===== src/rtl/fetch_unit.sv =====
// Instruction fetch sequencer (IDLE/RUN/DONE) driving a registered-output ROM with zero-bubble fetch.
// Optional macro FETCH_LUT_WR_EN makes the branch-target LUT writable outside RUN.
module fetch_unit #(
  parameter int              PCW     = 10,
  parameter int              IW      = 9,
  parameter logic [PCW-1:0]  LUT0    = 10'd0,
  parameter logic [PCW-1:0]  LUT1    = 10'd16,
  parameter logic [PCW-1:0]  LUT2    = 10'd64,
  parameter logic [PCW-1:0]  LUT3    = 10'd256,
  parameter logic [IW-1:0]   HALT_OP = 9'h1FF
) (
  input  logic           Clk,
  input  logic           Reset,
  input  logic           Start,
  input  logic [PCW-1:0] Start_addr,
  input  logic           Stall,
  input  logic           Branch,
  input  logic           Taken,
  input  logic [1:0]     How_high,
  output logic [PCW-1:0] Imem_addr,
  input  logic [IW-1:0]  Imem_data,
  output logic [IW-1:0]  Instr,
  output logic           Instr_valid,
  output logic [PCW-1:0] PC,
  output logic           Done,
  output logic [15:0]    Cycle_count
`ifdef FETCH_LUT_WR_EN
  ,
  input  logic           Lut_we,
  input  logic [1:0]     Lut_idx,
  input  logic [PCW-1:0] Lut_wdata
`endif
);

  typedef enum logic [1:0] {S_IDLE, S_RUN, S_DONE} state_t;

  localparam logic [3:0][PCW-1:0] LUT_INIT = {LUT3, LUT2, LUT1, LUT0};

  state_t                state_q, state_d;
  logic [PCW-1:0]        pc_q, pc_d;
  logic [15:0]           cnt_q, cnt_d;
  logic [3:0][PCW-1:0]   lut;

`ifdef FETCH_LUT_WR_EN
  logic [3:0][PCW-1:0]   lut_q;

  // Table is only rewritable while nothing is executing, so a branch never sees a half-updated target.
  always_ff @(posedge Clk or negedge Reset) begin
    if (!Reset)                           lut_q <= LUT_INIT;
    else if (Lut_we && state_q != S_RUN)  lut_q[Lut_idx] <= Lut_wdata;
  end

  assign lut = lut_q;
`else
  assign lut = LUT_INIT;
`endif

  always_ff @(posedge Clk or negedge Reset) begin
    if (!Reset) begin
      state_q <= S_IDLE;
      pc_q    <= '0;
      cnt_q   <= '0;
    end else begin
      state_q <= state_d;
      pc_q    <= pc_d;
      cnt_q   <= cnt_d;
    end
  end

  always_comb begin
    state_d   = state_q;
    pc_d      = pc_q;
    cnt_d     = cnt_q;
    Imem_addr = Start_addr;
    case (state_q)
      S_IDLE, S_DONE: begin
        if (Start) begin
          state_d = S_RUN;
          pc_d    = Start_addr;
          cnt_d   = '0;
        end
      end
      S_RUN: begin
        if (cnt_q != 16'hFFFF) cnt_d = cnt_q + 16'd1;
        // Stall outranks halt so a HALT word is only acted on once the pipe may advance.
        if (Stall)                       pc_d = pc_q;
        else if (Imem_data == HALT_OP)   state_d = S_DONE;
        else if (Branch && Taken)        pc_d = lut[How_high];
        else                             pc_d = pc_q + PCW'(1);
        // Presenting the next PC to the ROM now means its word arrives exactly when PC updates.
        Imem_addr = pc_d;
      end
      default: state_d = S_IDLE;
    endcase
  end

  assign Instr       = Imem_data;
  assign Instr_valid = (state_q == S_RUN);
  assign Done        = (state_q == S_DONE);
  assign PC          = pc_q;
  assign Cycle_count = cnt_q;

endmodule


===== config.mk =====
export PLATFORM = sky130hd
export DESIGN_NAME = fetch_unit
export DESIGN_NICKNAME = d
export VERILOG_FILES = /design/src/rtl/fetch_unit.sv
export SDC_FILE = /design/constraint.sdc
export NUM_CORES = 1
export LEC_CHECK = 0
export CORE_MARGIN = 4
export CORE_UTILIZATION = 44
export DETAILED_ROUTE_END_ITERATION = 8
export PLACE_DENSITY = 0.9
export RECOVER_POWER = 100
export SYNTH_ARGS = -nofsm -noshare
export SYNTH_HDL_FRONTEND = slang
export SYNTH_SLANG_ARGS = --single-unit
export TNS_END_PERCENT = 100

===== constraint.sdc =====
create_clock -name Clk -period 2 [get_ports Clk]
set_input_delay 0.2 -clock Clk [delete_from_list [all_inputs] [get_ports Clk]]
set_output_delay 0.2 -clock Clk [all_outputs]
set_load 0.01 [all_outputs]

; Yosys cells after proc, flatten, opt, wreduce, memory -nomap -nowiden
; Index checks and enable logic that the tools add are counted.
[totals]
latchBits = 0
ram_bits = 0
in_bits = 27
output_inout_bits = 47
register_bits = 28
rom_bits = 0
word_cells = 36
n_memories = 0
[classes]
n_lt_le_gt_ge = 1
mux = 15
n_reduce_logical = 7
eq_ne = 8
multipliers = 0
addsub = 2
n_shift = 0
n_div = 0
bitwise_logic = 0
[ops]
columns = operator, count
row1 = $mux W10, 6
row2 = $mux W16, 2
row3 = $pmux W16 S2, 1
row4 = $bmux W10 S2, 1
row5 = $pmux W10 S2, 1
row6 = $add A16 B1 Y16 const B, 1
row7 = $ne A16 B16 Y1 const B, 1
row8 = $add A10 B1 Y10 const B, 1
row9 = $eq A9 B9 Y1 const B, 1
row10 = $mux W2, 3
row11 = $reduce_and A3 Y1, 2
row12 = $ne A2 B1 Y1 const B, 2
row13 = $ne A2 B2 Y1 const B, 2
row14 = $pmux W2 S2, 1
row15 = $lt A2 B3 Y1 const B, 1
row16 = $eq A2 B1 Y1 const B, 1
row17 = $eq A2 B2 Y1 const B, 1
row18 = $logic_not A2 Y1, 1
row19 = $reduce_and A2 Y1, 1
row20 = $reduce_bool A2 Y1, 1
row21 = $reduce_or A2 Y1, 1
row22 = $logic_and A1 B1 Y1, 1

; Depth between registers and ports, before layout
; Gate-level depths: netlist of the first run.
[depth]
ltp_word = 6
ltp_mapped = 7
ltp_nobuf = 6

; Worst setup path before layout of the first run
; OpenSTA, ideal clock, no wires.
[synth_timing]
path_type = register -> output
from = register pc_q[0] (netlist: PC[0])
to = output Imem_addr[8]
n_path_buf = 0
path_slack_ns = 0.304
t_arrival_ns = 1.496
path_stages_with_launch = 7
required_ns = 1.800
path_cell_list = dfrtp_1 > ha_1 > nand4_1 > or3_1 > a31oi_1 > nand2_1 > nand3_1
[synth_via]
elab_chain_cells = 5
[synth_lines]
columns = item, line_no
row1 = from (decl), 40  ; logic [PCW-1:0] pc_q, pc_d;
row2 = from (signal assigned), 65  ; pc_q <= pc_d;
row3 = $add A10 B1 Y10, 89  ; else pc_d = pc_q + PCW'(1);
row4 = $mux W10, 88  ; else if (Branch && Taken) pc_d = lut[How_high];
row5 = $mux W10, 87  ; else if (Imem_data == HALT_OP) state_d = S_DONE;
row6 = $mux W10, 86  ; if (Stall) pc_d = pc_q;
row7 = $mux W10, 75  ; case (state_q)
row8 = to (decl), 20  ; output logic [PCW-1:0] Imem_addr,
; No other way between the ends.

; Final worst setup path of the first run
[layout_timing]
from = register pc_q[1] (netlist: PC[1])
to = output Imem_addr[8]
; The elaborated chain is that of the path after synthesis.

==> results by group, run 1 <==
Critical path
  – FF-to-FF Start: state_q[0]$_DFFE_PN0P_
  – Buf+Inv Stages, Crit Path: 1
  – Flop-to-flop setup slack: 0.15 ns
  – Endpoint class of the critical path: primary output
  – Top delay family on crit path: simple AND/OR/NAND/NOR gates
  – FF-to-FF path depth: 6
  – Crit path cell chain: ha_2 > nand4_1 > or3_1 > a31oi_1 > nand2_1 > nand3_1 > buf_2
  – Worst EP arrival: 1.79 ns
  – Max incr delay on CP: about 0.37 ns
  – Worst path slowest cell: dfrtp_1
  – Worst Path Required: 1.80 ns
  – Worst reg2reg path endpoint: Cycle_count[9]$_DFFE_PN0P_
  – Worst-path maximum fanout: 3
  – Crit Path Class: reg -> out
  – CP Launch Type: flop

Min path
  – Hold wc startpoint: Stall
  – Hold path depth: 4
  – Worst hold endpoint: state_q[0]$_DFFE_PN0P_
  – Worst Hold Class: in -> reg

Synthesis
  – Mapped cell area: around 0.0019 mm²
  – Async set or reset register ratio after synthesis: 100%
  – Leading post-synthesis cells by cell area: dfrtp_1 (36%), nor2_1 (5.3%), nand2_1 (5.1%)
  – Top cell type's share of synthesized area: a little over a third
  – Avg Inst Size Synth: 8.10 µm²
  – Yosys top cell by area: dfrtp_1
  – Synthesized Nets: about 270
  – Post-synth EDFFs: 0
  – Seq/Total Area, Yosys: a little over a third
  – Synth cell types: between 40 and 50
  – Synthesized flop and latch total: 28
  – Total of warnings raised by yosys: 0
  – Gate Count Post-Synth: 238
  – Synth Flop Type: dfrtp_1

Floorplan
  – Horiz. Die Dim: roughly 74 µm
  – Core box area: 0.00412 mm²
  – Die area: approximately 0.0055 mm²
  – Initial Util: 46.9%
  – Die Ht: ~74 µm
  – Row cnt: 23
  – I/O Pins: 74

Global route
  – First-pass GRT wire length: 11400 µm
  – GRT Resource Usage Total: between 20% and 30%
  – Vias in the first global route: 2462
  – Largest net degree at the start of global routing: 29
  – Initial antenna violation count: 0
  – Total gr overflow: 0

Placed design
  – GPL Wtd Cong: 0.935
  – Hpwl dp: 5010 µm
  – Pre-CTS WS: -0.474 ns
  – Placed cells: roughly 380
  – I/O Buffers: 73

Timing
  – Unrepaired setup endpoints after global routing: yes
  – Slew margin rel.: 51.9%
  – Final Cycle Share: between 90 and 100%
  – Max Slew Vio Count: 0
  – Final Hold Vio Count: 0
  – Endpoints failing setup: 0
  – Max Clock Skew: 0.0110 ns
  – F_max: 0.502 GHz
  – Final setup margin: 0.00900 ns
  – Tightest Pin Transition: about 0.72 ns
  – WHS: 0.391 ns
  – Tmin final: 1.99 ns

Drt
  – Via count: 2391
  – Drc violations: 0
  – Initial drt markers: 219
  – Final ANT Viol Nets: 0
  – DR pass1 iterations: 5
  – Drt total wl: 7140 µm
  – Drt via density: 6.04
  – Average wire per standard cell: 18.0 µm

Final layout
  – N_diodes: 0
  – Finished Layout Cells: 396
  – Commonest non-fill, non-tap cell in the layout: buf_4
  – Most frequent cells in the layout: buf_4 (43), dlygate4sd3_1 (30), dfrtp_1 (28)
  – Synth-to-Final Area Change: 60.5%
  – Share of cells above drive strength 1: 24.0%
  – Final net count: 376

Power and ir drop
  – Peak VDD IR: 606 µV
  – Tot Pwr: 2720 µW
  – Lkg Pwr: 0.00134 µW
  – Cell Pwr Density: 878 mW/mm²

Clock network
  – H-tree Lvls: 1
  – Worst-Skew Late Latency: 0.29 ns
  – CTS tree: built
  – Root buffer cell: clkbuf_8
  – Clock transition at the registers of the reported paths: 0.10 ns
  – TritonCTS Buffers: 3
  – Maximum buffer depth of the clock tree: 2
  – Clk sink count: 28

Flow run
  – Maxcap violations: 0

Run status
  – Outcome: finished clean
==> power breakdown <==
group	leakage [µW]	switching, µW	total, µW	internal (µW)
Sequential	0.000355	199	912	713
Combinational	0.000958	692	1440	750
Clock	0.0000288	188	365	177
Total	0.00134	1080	2720	1640
==> routing by layer <==
layer  routed length, µm  track usage (%)
met4                 150             9.46
met5                   0                0
met1                2620             30.5
met3                 645             4.86
met2                3720             47.8
==> flip-flops by register name (all words and copies together), names as in the netlist <==
name         flops
PC              10
state_q          2
Cycle_count     16
==> synth_stat cells, types with 6 or more instances <==
cell type	count
clkbuf_1	6
o211ai_1	6
nand4_1	7
dfrtp_1	28
buf_4	9
nor2_1	27
a21oi_1	14
nor3_1	7
a31oi_1	9
nand3_1	18
nand2_1	26
xnor2_1	8
o21ai_0	10
==> per-stage QoR <==
stage	utilization, %	TNS [ns]	instance area [µm²]
floorplan	-	0	1930
global placement	70.7	-3.46	2910
detailed placement	70.7	-3.99	2910
CTS	74.0	-0.0363	3050
global route	75.2	-0.148	3100
finish	75.2	0	3100
==> worst min-delay path, delay by kind of cell <==
kind | cells | cell delay, ns
AOI/OAI and AO/OA | 1 | 0.13
and+or+nand+nor | 1 | 0.06
buffers and inverters | 2 | 0.26
==> kinds of logic (layout without fill, tap and decap cells) <==
group	after synthesis	count (layout)	synth area share [%]
simple gates	109	109	28.0
compound gates	62	62	21.0
flops	28	28	36.3
buf+inv	23	131	6.81
xor+xnor	12	12	5.45
fa+ha+maj	2	2	1.30
mux	2	2	1.04
==> layout make-up <==
type | instances | area (µm²)
Sequential cell | 28 | 701
Clock buffer | 4 | 55.1
Fill cell | 288 | 1020
Multi-Input combinational cell | 187 | 1190
Timing Repair Buffer | 123 | 1070
Tap cell | 50 | 62.6
Inverter | 4 | 20.0
==> repair_timing <==
action	4_1_cts	5_1_grt
gates cloned	1	0
gates resized for setup	63	11
setup endpoints to repair	12	8
hold buffers	0	0
endpoints found under the hold margin	0	0
setup buffers	9	2
pin swaps	22	14
==> how the worst max path moves through the flow <==
stage / startpoint / to / slack, ns / depth (start not counted)
final: PC[1]$_DFFE_PN0P_ / Imem_addr[8] / 0.009 / 7
after global routing: PC[4]$_DFFE_PN0P_ / Imem_addr[8] / -0.07 / 7
after CTS: PC[1]$_DFFE_PN0P_ / Imem_addr[8] / -0.04 / 7
after detailed placement: Imem_data[6] / Imem_addr[7] / -0.47 / 8
after global placement: Imem_data[7] / Imem_addr[5] / -0.41 / 7
after floorplan: PC[0]$_DFFE_PN0P_ / Imem_addr[8] / 0.30 / 6
Note: power is estimated with default switching activity, not from simulation.
==> run 2: changes to the inputs <==
Settings changed: GPL_TIMING_DRIVEN set to 0.
==> run 2 against run 1 <==
Net effect:
- the flow now finishes with violations (negative setup slack)
- register-to-register slack got worse by 0.02 ns
- routed wire length decreased by 0.36%
- via count increased by 0.50%
- critical path depth decreased by 2
- die area unchanged
- cell count decreased by 3.5%
- clock skew about the same
- highest routed layer unchanged
- flip-flop and latch count unchanged
- setup slack got worse by 0.045 ns
- maximum frequency decreased by 2.2%
- global-route usage decreased by 0.83 points
==> results by group, run 2 (synthesis gave the netlist of run 1 again) <==
Floorplan
  – Initial Util: 46.9%
  – Horiz. Die Dim: about 74 µm
  – Core box area: 0.00412 mm²
  – I/O Pins: 74
  – Die area: 0.00550 mm²
  – Die Ht: 74.2 µm
  – Row cnt: 23

Flow run
  – Maxcap violations: 0

Final layout
  – Share of cells above drive strength 1: 22.3%
  – N_diodes: 0
  – Synth-to-Final Area Change: 57.0%
  – Finished Layout Cells: 382
  – Commonest non-fill, non-tap cell in the layout: clkdlybuf4s50_1
  – Most frequent cells in the layout: clkdlybuf4s50_1 (36), nor2_1 (26), nand2_1 (24)
  – Max reg flops: 16
  – Final net count: 362

Timing
  – F_max: 0.491 GHz
  – WHS: between 0.3 and 0.4 ns
  – Tmin final: about 2 ns
  – Max Slew Vio Count: 0
  – Final setup margin: -0.0359 ns
  – Endpoints failing setup: 2
  – Tightest Pin Transition: 0.755 ns
  – Max Clock Skew: 0.0108 ns
  – Final Cycle Share: 102%
  – Unrepaired setup endpoints after global routing: yes
  – Slew margin rel.: 49.7%
  – Final Hold Vio Count: 0

Global route
  – Largest net degree at the start of global routing: 29
  – Vias in the first global route: 2329
  – First-pass GRT wire length: 10900 µm
  – Total gr overflow: 0
  – GRT Resource Usage Total: 25.4%
  – Initial antenna violation count: 0

Clock network
  – Root buffer cell: clkbuf_8
  – CTS tree: built
  – Clock transition at the registers of the reported paths: ~0.11 ns
  – Clk sink count: 28
  – H-tree Lvls: 1
  – Maximum buffer depth of the clock tree: 2
  – TritonCTS Buffers: 3
  – Worst-Skew Late Latency: 0.29 ns

Power and ir drop
  – Cell Pwr Density: 913 mW/mm²
  – Peak VDD IR: 533 µV
  – Tot Pwr: 2760 µW
  – Lkg Pwr: 0.00124 µW

Drt
  – Drt via density: 6.29
  – Final ANT Viol Nets: 0
  – Initial drt markers: 222
  – Drt total wl: 7120 µm
  – DR pass1 iterations: 5
  – Average wire per standard cell: 18.6 µm
  – Via count: around 2400
  – Drc violations: 0

Placed design
  – Pre-CTS WS: -0.712 ns
  – I/O Buffers: 73
  – GPL Wtd Cong: 0.898
  – Placed cells: 361
  – Hpwl dp: 4460 µm

Critical path
  – CP Launch Type: flop
  – FF-to-FF Start: state_q[0]$_DFFE_PN0P_
  – Worst Path Required: between 1.5 and 2 ns
  – Worst path slowest cell: or4_4
  – Top delay family on crit path: simple AND/OR/NAND/NOR gates
  – Buf+Inv Stages, Crit Path: 1
  – Worst EP arrival: 1.84 ns
  – Max incr delay on CP: 0.45 ns
  – Worst-path maximum fanout: 6
  – Worst Setup SP: PC[2]$_DFFE_PN0P_
  – Endpoint class of the critical path: primary output
  – Crit Path Class: reg -> out
  – Crit path cell chain: and3_4 > nand3_4 > or4_4 > a31oi_2 > buf_2

Run status
  – Outcome: finished, violations left
  – Failing checks: negative setup slack

Min path
  – Hold wc startpoint: Stall
  – Worst Hold Class: in -> reg
==> run 2: cell types whose count changed in the layout (fill, tap and decap cells not counted), moves of 3 or more <==
| cell | change |
|---|---|
| dlygate4sd3_1 | -14 |
| clkdlybuf4s50_1 | +13 |
| dfrtp_2 | +5 |
| dfrtp_1 | -5 |
| buf_6 | +3 |
| buf_4 | -21 |
==> run 2: metrics by stage <==
stage | util, % | setup TNS (ns) | instance area (µm²)
2_1_floorplan | - | 0 | 1930
6_report | 73.6 | -0.0631 | 3030
3_5_place_dp | 66.1 | -7.54 | 2720
4_1_cts | 72.0 | 0 | 2960
5_1_grt | 73.6 | -0.243 | 3030
3_3_place_gp | 66.1 | -6.45 | 2720
==> run 2: timing repair <==
| action | CTS | global route |
|---|---|---|
| gates resized for setup | 79 | 18 |
| endpoints found under the setup margin | 11 | 9 |
| hold buffers | 0 | 1 |
| setup buffers | 14 | 3 |
| pin swaps | 11 | 7 |
| endpoints found under the hold margin | 0 | 28 |
==> run 2: where the power goes <==
part	switching [µW]	total, µW	internal, µW
Combinational	651	1360	706
Sequential	220	939	719
Clock	199	467	269
==> run 2: cell type report <==
class,count,area (µm²)
Timing Repair Buffer,91,820
Tap cell,50,62.6
Clock inverter,1,30.0
Fill cell,302,1090
Clock buffer,3,41.3
Inverter,4,20.0
Sequential cell,28,707
Multi-Input combinational cell,187,1200
Buffer,18,146
==> run 2: worst paths after layout <==
check                                               to  slack (ns)  cells past startpoint
setup / recovery                          Imem_addr[5]       -0.04                      5
hold / removal                  state_q[0]$_DFFE_PN0P_        0.33                      3
setup reg to reg           Cycle_count[14]$_DFFE_PN0P_        0.13                      5
hold reg to reg             Cycle_count[0]$_DFFE_PN0P_        0.59                      1
max in group asynchronous            PC[1]$_DFFE_PN0P_        0.97                      2
min in group asynchronous   Cycle_count[4]$_DFFE_PN0P_        0.50                      2
==> run 2: per-layer routing <==
layer | vias up | routed length [µm] | global-route usage (%) | part of all wire [%]
met5 | - | 0 | 0 | 0
met1 | 1135 | 2680 | 31.8 | 38
met3 | 42 | 624 | 3.38 | 8.8
met2 | 162 | 3520 | 43.8 | 50
met4 | 0 | 289 | 10.9 | 4.1
li1 | 1064 | - | - | -
==> run 2: worst reg2reg max path, cell delays in order, from the launching register on <==
cell and delay (ns):
dfrtp_1 0.41, nor2b_1 0.16, buf_6 0.16, clkbuf_1 0.48, clkbuf_1 0.43, nor2_1 0.12
